## src/rtl/reg_file_param.sv

```systemverilog
// Clocked multi-port register file with registered reads, optional hardwired zero entry and a post-reset clearing sweep.
// Define REGFILE_BYPASS_EN for write-first same-edge read/write behaviour; undefined gives read-first.
module reg_file_param #(
  parameter int DATA_W   = 32,
  parameter int ADDR_W   = 5,
  parameter int NUM_RD   = 2,
  parameter int ZERO_REG = 1
) (
  input  logic                     clk,
  input  logic                     reset,
  input  logic                     reg_write,
  input  logic [ADDR_W-1:0]        write_register,
  input  logic [DATA_W-1:0]        write_data,
  input  logic [NUM_RD*ADDR_W-1:0] read_register,
  output logic [NUM_RD*DATA_W-1:0] rdata,
  output logic                     init_busy
);

  localparam int              DEPTH    = 1 << ADDR_W;
  localparam logic [ADDR_W:0] LAST_IDX = (ADDR_W + 1)'(DEPTH - 1);

  typedef enum logic {
    INIT  = 1'b0,
    READY = 1'b1
  } state_t;

  state_t            state_reg;
  logic [ADDR_W:0]   sweep_cnt_reg;
  logic              init_busy_reg;

  logic [DATA_W-1:0] mem [DEPTH];

  logic              wr_accept;
  logic              mem_we;
  logic [ADDR_W-1:0] mem_waddr;
  logic [DATA_W-1:0] mem_wdata;

  // A write to entry 0 is silently dropped when the zero register is hardwired.
  always_comb begin
    wr_accept = 1'b0;
    if (state_reg == READY && reg_write) begin
      wr_accept = 1'b1;
      if (ZERO_REG != 0 && write_register == '0) begin
        wr_accept = 1'b0;
      end
    end
  end

  // The sweep owns the single write port while INIT; user writes only in READY.
  always_comb begin
    mem_we    = 1'b0;
    mem_waddr = write_register;
    mem_wdata = write_data;
    if (state_reg == INIT) begin
      mem_we    = 1'b1;
      mem_waddr = sweep_cnt_reg[ADDR_W-1:0];
      mem_wdata = '0;
    end else if (wr_accept) begin
      mem_we    = 1'b1;
    end
  end

  always_ff @(posedge clk) begin
    if (mem_we) begin
      mem[mem_waddr] <= mem_wdata;
    end
  end

  always_ff @(posedge clk or posedge reset) begin
    if (reset) begin
      state_reg     <= INIT;
      sweep_cnt_reg <= '0;
      init_busy_reg <= 1'b1;
    end else begin
      case (state_reg)
        INIT: begin
          sweep_cnt_reg <= sweep_cnt_reg + 1'b1;
          if (sweep_cnt_reg == LAST_IDX) begin
            state_reg     <= READY;
            init_busy_reg <= 1'b0;
          end
        end
        READY: begin
          init_busy_reg <= 1'b0;
        end
        default: begin
          state_reg     <= INIT;
          sweep_cnt_reg <= '0;
          init_busy_reg <= 1'b1;
        end
      endcase
    end
  end

  assign init_busy = init_busy_reg;

  genvar gi;
  generate
    for (gi = 0; gi < NUM_RD; gi++) begin : g_rd
      logic [ADDR_W-1:0] rd_addr;
      logic [DATA_W-1:0] rd_next;
      logic [DATA_W-1:0] rdata_reg;

      assign rd_addr = read_register[gi*ADDR_W +: ADDR_W];

      always_comb begin
        rd_next = mem[rd_addr];
`ifdef REGFILE_BYPASS_EN
        if (wr_accept && write_register == rd_addr) begin
          rd_next = write_data;
        end
`endif
        if (ZERO_REG != 0 && rd_addr == '0) begin
          rd_next = '0;
        end
      end

      // Output stays at zero until the sweep has finished clearing the array.
      always_ff @(posedge clk or posedge reset) begin
        if (reset) begin
          rdata_reg <= '0;
        end else if (state_reg == READY) begin
          rdata_reg <= rd_next;
        end else begin
          rdata_reg <= '0;
        end
      end

      assign rdata[gi*DATA_W +: DATA_W] = rdata_reg;
    end
  endgenerate

endmodule

```

## config.mk

```make
export PLATFORM = sky130hd
export DESIGN_NAME = reg_file_param
export DESIGN_NICKNAME = d
export VERILOG_FILES = /design/src/rtl/reg_file_param.sv
export SDC_FILE = /design/constraint.sdc
export NUM_CORES = 1
export LEC_CHECK = 0
export CORE_ASPECT_RATIO = 0.7
export CORE_UTILIZATION = 39
export DETAILED_ROUTE_END_ITERATION = 7
export MAX_ROUTING_LAYER = met4
export SETUP_SLACK_MARGIN = 0.4
export SYNTH_ARGS = -nofsm -noshare
export SYNTH_HDL_FRONTEND = slang
export SYNTH_SLANG_ARGS = --single-unit
```

## constraint.sdc

```tcl
create_clock -name clk -period 3.4 [get_ports clk]
set_input_delay 0.68 -clock clk [delete_from_list [all_inputs] [get_ports clk]]
set_output_delay 0.68 -clock clk [all_outputs]
set_load 0.02 [all_outputs]
```

[Word level (Yosys, flattened, before mapping)]
Memory sizes are Yosys's and may differ from the RTL's.
Index checks and enable logic that the tools add are counted.
Widths: inputs -> output; s select.
Word-level totals
  register bits: 72
  RAM bits: 1024
  input bits: 50
  output and inout bits: 65
  word-level logic and storage cells: 30
  memories: 1
Memories
  mem: depth 32, width 32, rd ports 2, clocked after memory_dff 0, wr ports 1, RTL line 31  | logic [DATA_W-1:0] mem [DEPTH];
Operators by class
  add/subtract/negate cells: 1
  equality and inequality tests: 2
  muxes and demuxes: 16
  bitwise gates (word level): 1
  reductions and logical operators: 4
Operator list (count)
  $mux 32: 5
  $logic_not 5->1: 3
  $mux 1: 9
  $add 6x1->6 const B: 1
  $eq 6x5->1 const B: 1
  $mux 5: 1
  $ne 2x1->1 const B: 1
  $pmux 1 s2: 1
  $logic_and 1x1->1: 1
  $not 1->1: 1

[Longest topological paths before layout]
  depth in word-level cells: 7
  depth in mapped cells: 8
  gate-level depth less buffers: 4

[Worst setup path after synthesis]
No wires, ideal clock.
  path type: register to register
  start: register state_reg
  end: memory mem[18][0], enable pin
  setup time: 0.421 ns
  arrival: 2.595 ns
  data required time: 2.979 ns
  slack: 0.384 ns
  stages on the path, launching flop included: 6
  buffers on the path: 2
  period minus slack after synthesis: 3.016 ns
  cell sequence: dfrtp_1 > buf_2 > buf_2 > mux2i_1 > nand2_1 > nor2_1
On the way
  longest elaborated chain between the ends: 6
  elaborated cells between the ends (all ways): 7
  classes of those cells: mux (6); reduce/logical (1)
Ends and longest elaborated chain
  start, declared: RTL line 27  | state_t state_reg;
  start signal, assigned: RTL line 71  | state_reg <= INIT;
  start signal, assigned: RTL line 79  | state_reg <= READY;
  start signal, assigned: RTL line 87  | state_reg <= INIT;
  $logic_and 1x1->1: RTL line 41  | if (state_reg == READY && reg_write) begin
  $mux 1: RTL line 41
  $mux 1: RTL line 58  | end else if (wr_accept) begin
  $mux 1: RTL line 54  | if (state_reg == INIT) begin
  $mux 1: RTL line 64  | if (mem_we) begin
  $mux 1 (not written as such): RTL line 65  | mem[mem_waddr] <= mem_wdata;
  end, declared: RTL line 31
Parallel ways exist; a longest one is shown, timed or not.

[Final worst setup path]
  start: register state_reg
  end: register g_rd[1].rdata_reg[14]
On the way
  longest elaborated chain between the ends: 1
Ends and longest elaborated chain
  $mux 32: RTL line 122  | end else if (state_reg == READY) begin
  end signal, assigned: RTL line 123  | rdata_reg <= rd_next;
  end, declared: RTL line 102  | logic [DATA_W-1:0] rdata_reg;
Every way passes these cells.
A chain may end at the register's enable or synchronous reset.

==> results_dict.tcl <==
set metrics [dict create \
    status "complete, but fails checks" \
    violations "design-rule violations" \
    whs_ns 0.3002 \
    synth_area_per_cell_sq_um 17.22 \
    rows 108 \
    initial_core_util_pct 39.48 \
    gp_congestion 0.8573 \
    dpl.cell_count 4560 \
    die-width_um 426.0 \
    grt-ovfl-total 0 \
    fin_crit_sh_pct 77.94 \
    io_buffers 114 \
    largest_register_ffs 1023 \
    nNetsFinal 3068 \
    drive_gt1_share_pct 21.32 \
    power_frac_seq_pct 49.8 \
    syn_area_sq_um 49080 \
    root_buffer "clkbuf_16" \
    drtIter0Drc 4465 \
    timing.fmax_ghz 0.3773 \
    dp_hpwl_um 96590 \
    cts_tree "yes" \
    maxCapViolations 0 \
    cts_resized 0 \
    worst_pin_slew_ns 1.170 \
    syn2layout_area_growth_pct 17.13 \
    fin_cells 4764 \
    grt_pass1_wl_um 224700 \
    wl_per_cell_um 33.54 \
    drt_pass1_iterations 8 \
    drt_wl_total_um 159800 \
    antenna_found_initial 4 \
    clockBufferDepth 3 \
    period_needed_ns 2.650 \
    setup_viol 0 \
    synth_flop_cell "edfxtp_1" \
    synth_cell_types 47 \
    intPower_w 0.02309 \
    path_clk_slew_ns 0.06 \
    clock_skew_ns 0.02567 \
    clock-sinks 1095 \
    vias_per_cell 6.400 \
    synth-edff-count 1023 \
    die_area_sq_um 127300 \
    final_max_slew_viol_count 0 \
    ir_drop_mv 0.6107 \
    cp-end-kind "register" \
    worst-endpoint-required_ns 4.04 \
    ys_warn_count 0 \
    track_usage_pct 25.64 \
    hold_path.class "primary input to asynchronous set/reset pin" \
    crit_fanout 23 \
    vias 30490 \
    die_y_um 298.8 \
    clock_latency_ns 0.74 \
    pwr-share-clk_pct 41.7 \
    p_sw_w 0.006961 \
    hold_buffers 0 \
    swShare_pct 23.16 \
    finalCoreUtilization_pct 46.24 \
    rsz0062_at_grt "false" \
    htreeDepth 3 \
    syn-num-nets 2901 \
    ys_ff_latch 1095 \
    synthCells 2850 \
    io_pins 115 \
    finalWorstSetupSlack_ns 0.7499 \
    drc 1 \
    antenna_left 0 \
    grt_pass1_vias 30450 \
    async_reset_ff_share_pct 6.575 \
    critPathLaunchType "register" \
    cp.arrival_ns 3.29 \
    postCtsSetupBuffers 0 \
    crit_type "register to register" \
    p_leak_nw 19.43 \
    p_per_area_nw_per_um2 522.7 \
    wl_met3_um 16570 \
    core-area_sq_um 124300 \
    cts_made_buffers 105 \
    dp_slack_ns 0.2913 \
    relSlewSlack_pct 21.78 \
    wl_met1_um 67200 \
    seq_area_frac_synth_pct 66.26 \
    top_layer "met4" \
    p_comb_share_pct 8.5 \
    wl_met2_um 70870 \
    finalHoldViolCount 0 \
    grt_max_degree 66 \
    fin_tns_setup_ns 0 \
]
logic make-up after synthesis:
logic type	synth area share, %
flip-flops	66.26
multiplexers	21.63
AO/OA/AOI/OAI	6.592
AND/OR/NAND/NOR	3.069
buffers and inverters	2.335
XOR/XNOR	0.08922
adder cells (fa/ha/maj)	0.02549
power by group through the flow:
stage | registers (W) | clock network [W] | logic [W]
global placement | 0.0153 | 0 | 0.00249
finish | 0.0150 | 0.0125 | 0.00256
CTS | 0.0150 | 0.0126 | 0.00254
global route | 0.0150 | 0.0131 | 0.00266
floorplan | 0.0153 | 0 | 0.00131
detailed placement | 0.0153 | 0 | 0.00253
synthesized netlist by cell type (2+ instances only):
cell type	n	area share, %
a21oi_1	31	0.32
a221oi_1	32	0.57
a22oi_1	159	2.4
a41oi_1	3	0.054
and2_1	36	0.46
and3_1	33	0.42
buf_1	3	0.023
buf_2	85	0.87
buf_4	22	0.34
buf_6	9	0.21
clkbuf_1	110	0.84
dfrtp_1	71	3.6
edfxtp_1	1023	63
inv_1	8	0.061
mux2_1	3	0.069
mux2_2	2	0.046
mux2i_1	479	9.8
mux4_2	256	12
nand2_1	80	0.61
nand2b_1	3	0.038
nand3_1	2	0.020
nand3b_1	4	0.061
nand4_1	64	0.82
nor2_1	40	0.31
nor2b_1	5	0.064
nor3_1	3	0.031
nor3b_1	2	0.031
o21ai_0	6	0.061
o21ai_1	59	0.60
o22ai_1	191	2.4
or2_2	2	0.025
or3b_1	5	0.089
xnor2_1	5	0.089
metal layers:
metal / vias to the layer above / track usage (%)
met3: 295 / 4.952
met1: 16070 / 36.77
met4: 0 / 8.372
met2: 1902 / 36.66
met5: - / -
li1: 12230 / -
worst max-delay path, cell delays in order, from the launching register on:
cell	delay, ns
dfrtp_2	0.75
and2_2	0.27
nor2b_4	0.92
buf_4	0.37
a21oi_1	0.11
nand4_1	0.11
per-stage QoR:
| step | total power (W) | area [sq um] |
|---|---|---|
| 2_1_floorplan | 0.01663 | 49080 |
| 3_3_place_gp | 0.01776 | 53830 |
| 3_5_place_dp | 0.01780 | 53830 |
| 4_1_cts | 0.03015 | 57480 |
| 5_1_grt | 0.03077 | 57490 |
| 6_report | 0.03005 | 57490 |
path summary, 6_finish.rpt:
path,startpoint,end,slack [ns],depth (start not counted)
worst max register to register,state_reg,g_rd[1].rdata_reg[14],0.75,5
max in group asynchronous,reset,g_rd[0].rdata_reg[28],2.37,3
worst min register to register,init_busy,init_busy,0.45,2
min in group clk,init_busy,init_busy,0.45,2
worst max-delay path,state_reg,g_rd[1].rdata_reg[14],0.75,5
worst min-delay path,reset,g_rd[0].rdata_reg[15],0.30,2
placed cells by master, fill, tap and decap left out, types with 3 or more instances in the layout:
cell             count
mux2_1               3
a21oi_1             31
dfrtp_1             70
clkbuf_1            31
a221oi_1            32
nand3b_1             4
nor2b_4              4
o21ai_1             59
edfxtp_1          1023
clkbuf_16          107
mux4_2             256
buf_8                4
nor2_4              35
nor2_1               5
clkinv_2            17
o22ai_1            191
xnor2_1              5
and2_1              33
bufinv_16           15
o21ai_0              6
mux2i_1            479
a22oi_1            159
buf_4               98
diode_2              4
clkinvlp_4           3
a41oi_2              3
clkdlybuf4s50_1    110
clkbuf_8            12
clkinv_1             7
and3_1              32
nand2_1             80
inv_1                7
buf_12              77
inv_6                3
and2_2               4
or3b_2               4
nand4_1             64
cell type report:
class / count / area [sq um]
fillers: 10350 / 66830
flip-flops and latches: 1095 / 32520
multi-input cells: 1518 / 15780
repair buffers: 289 / 3438
clock buffers: 150 / 2959
well taps: 1650 / 2064
clock inverters: 50 / 685.7
inverters: 8 / 32.53
diodes: 4 / 10.01
No activity file was read; power rests on OpenSTA's default activity.
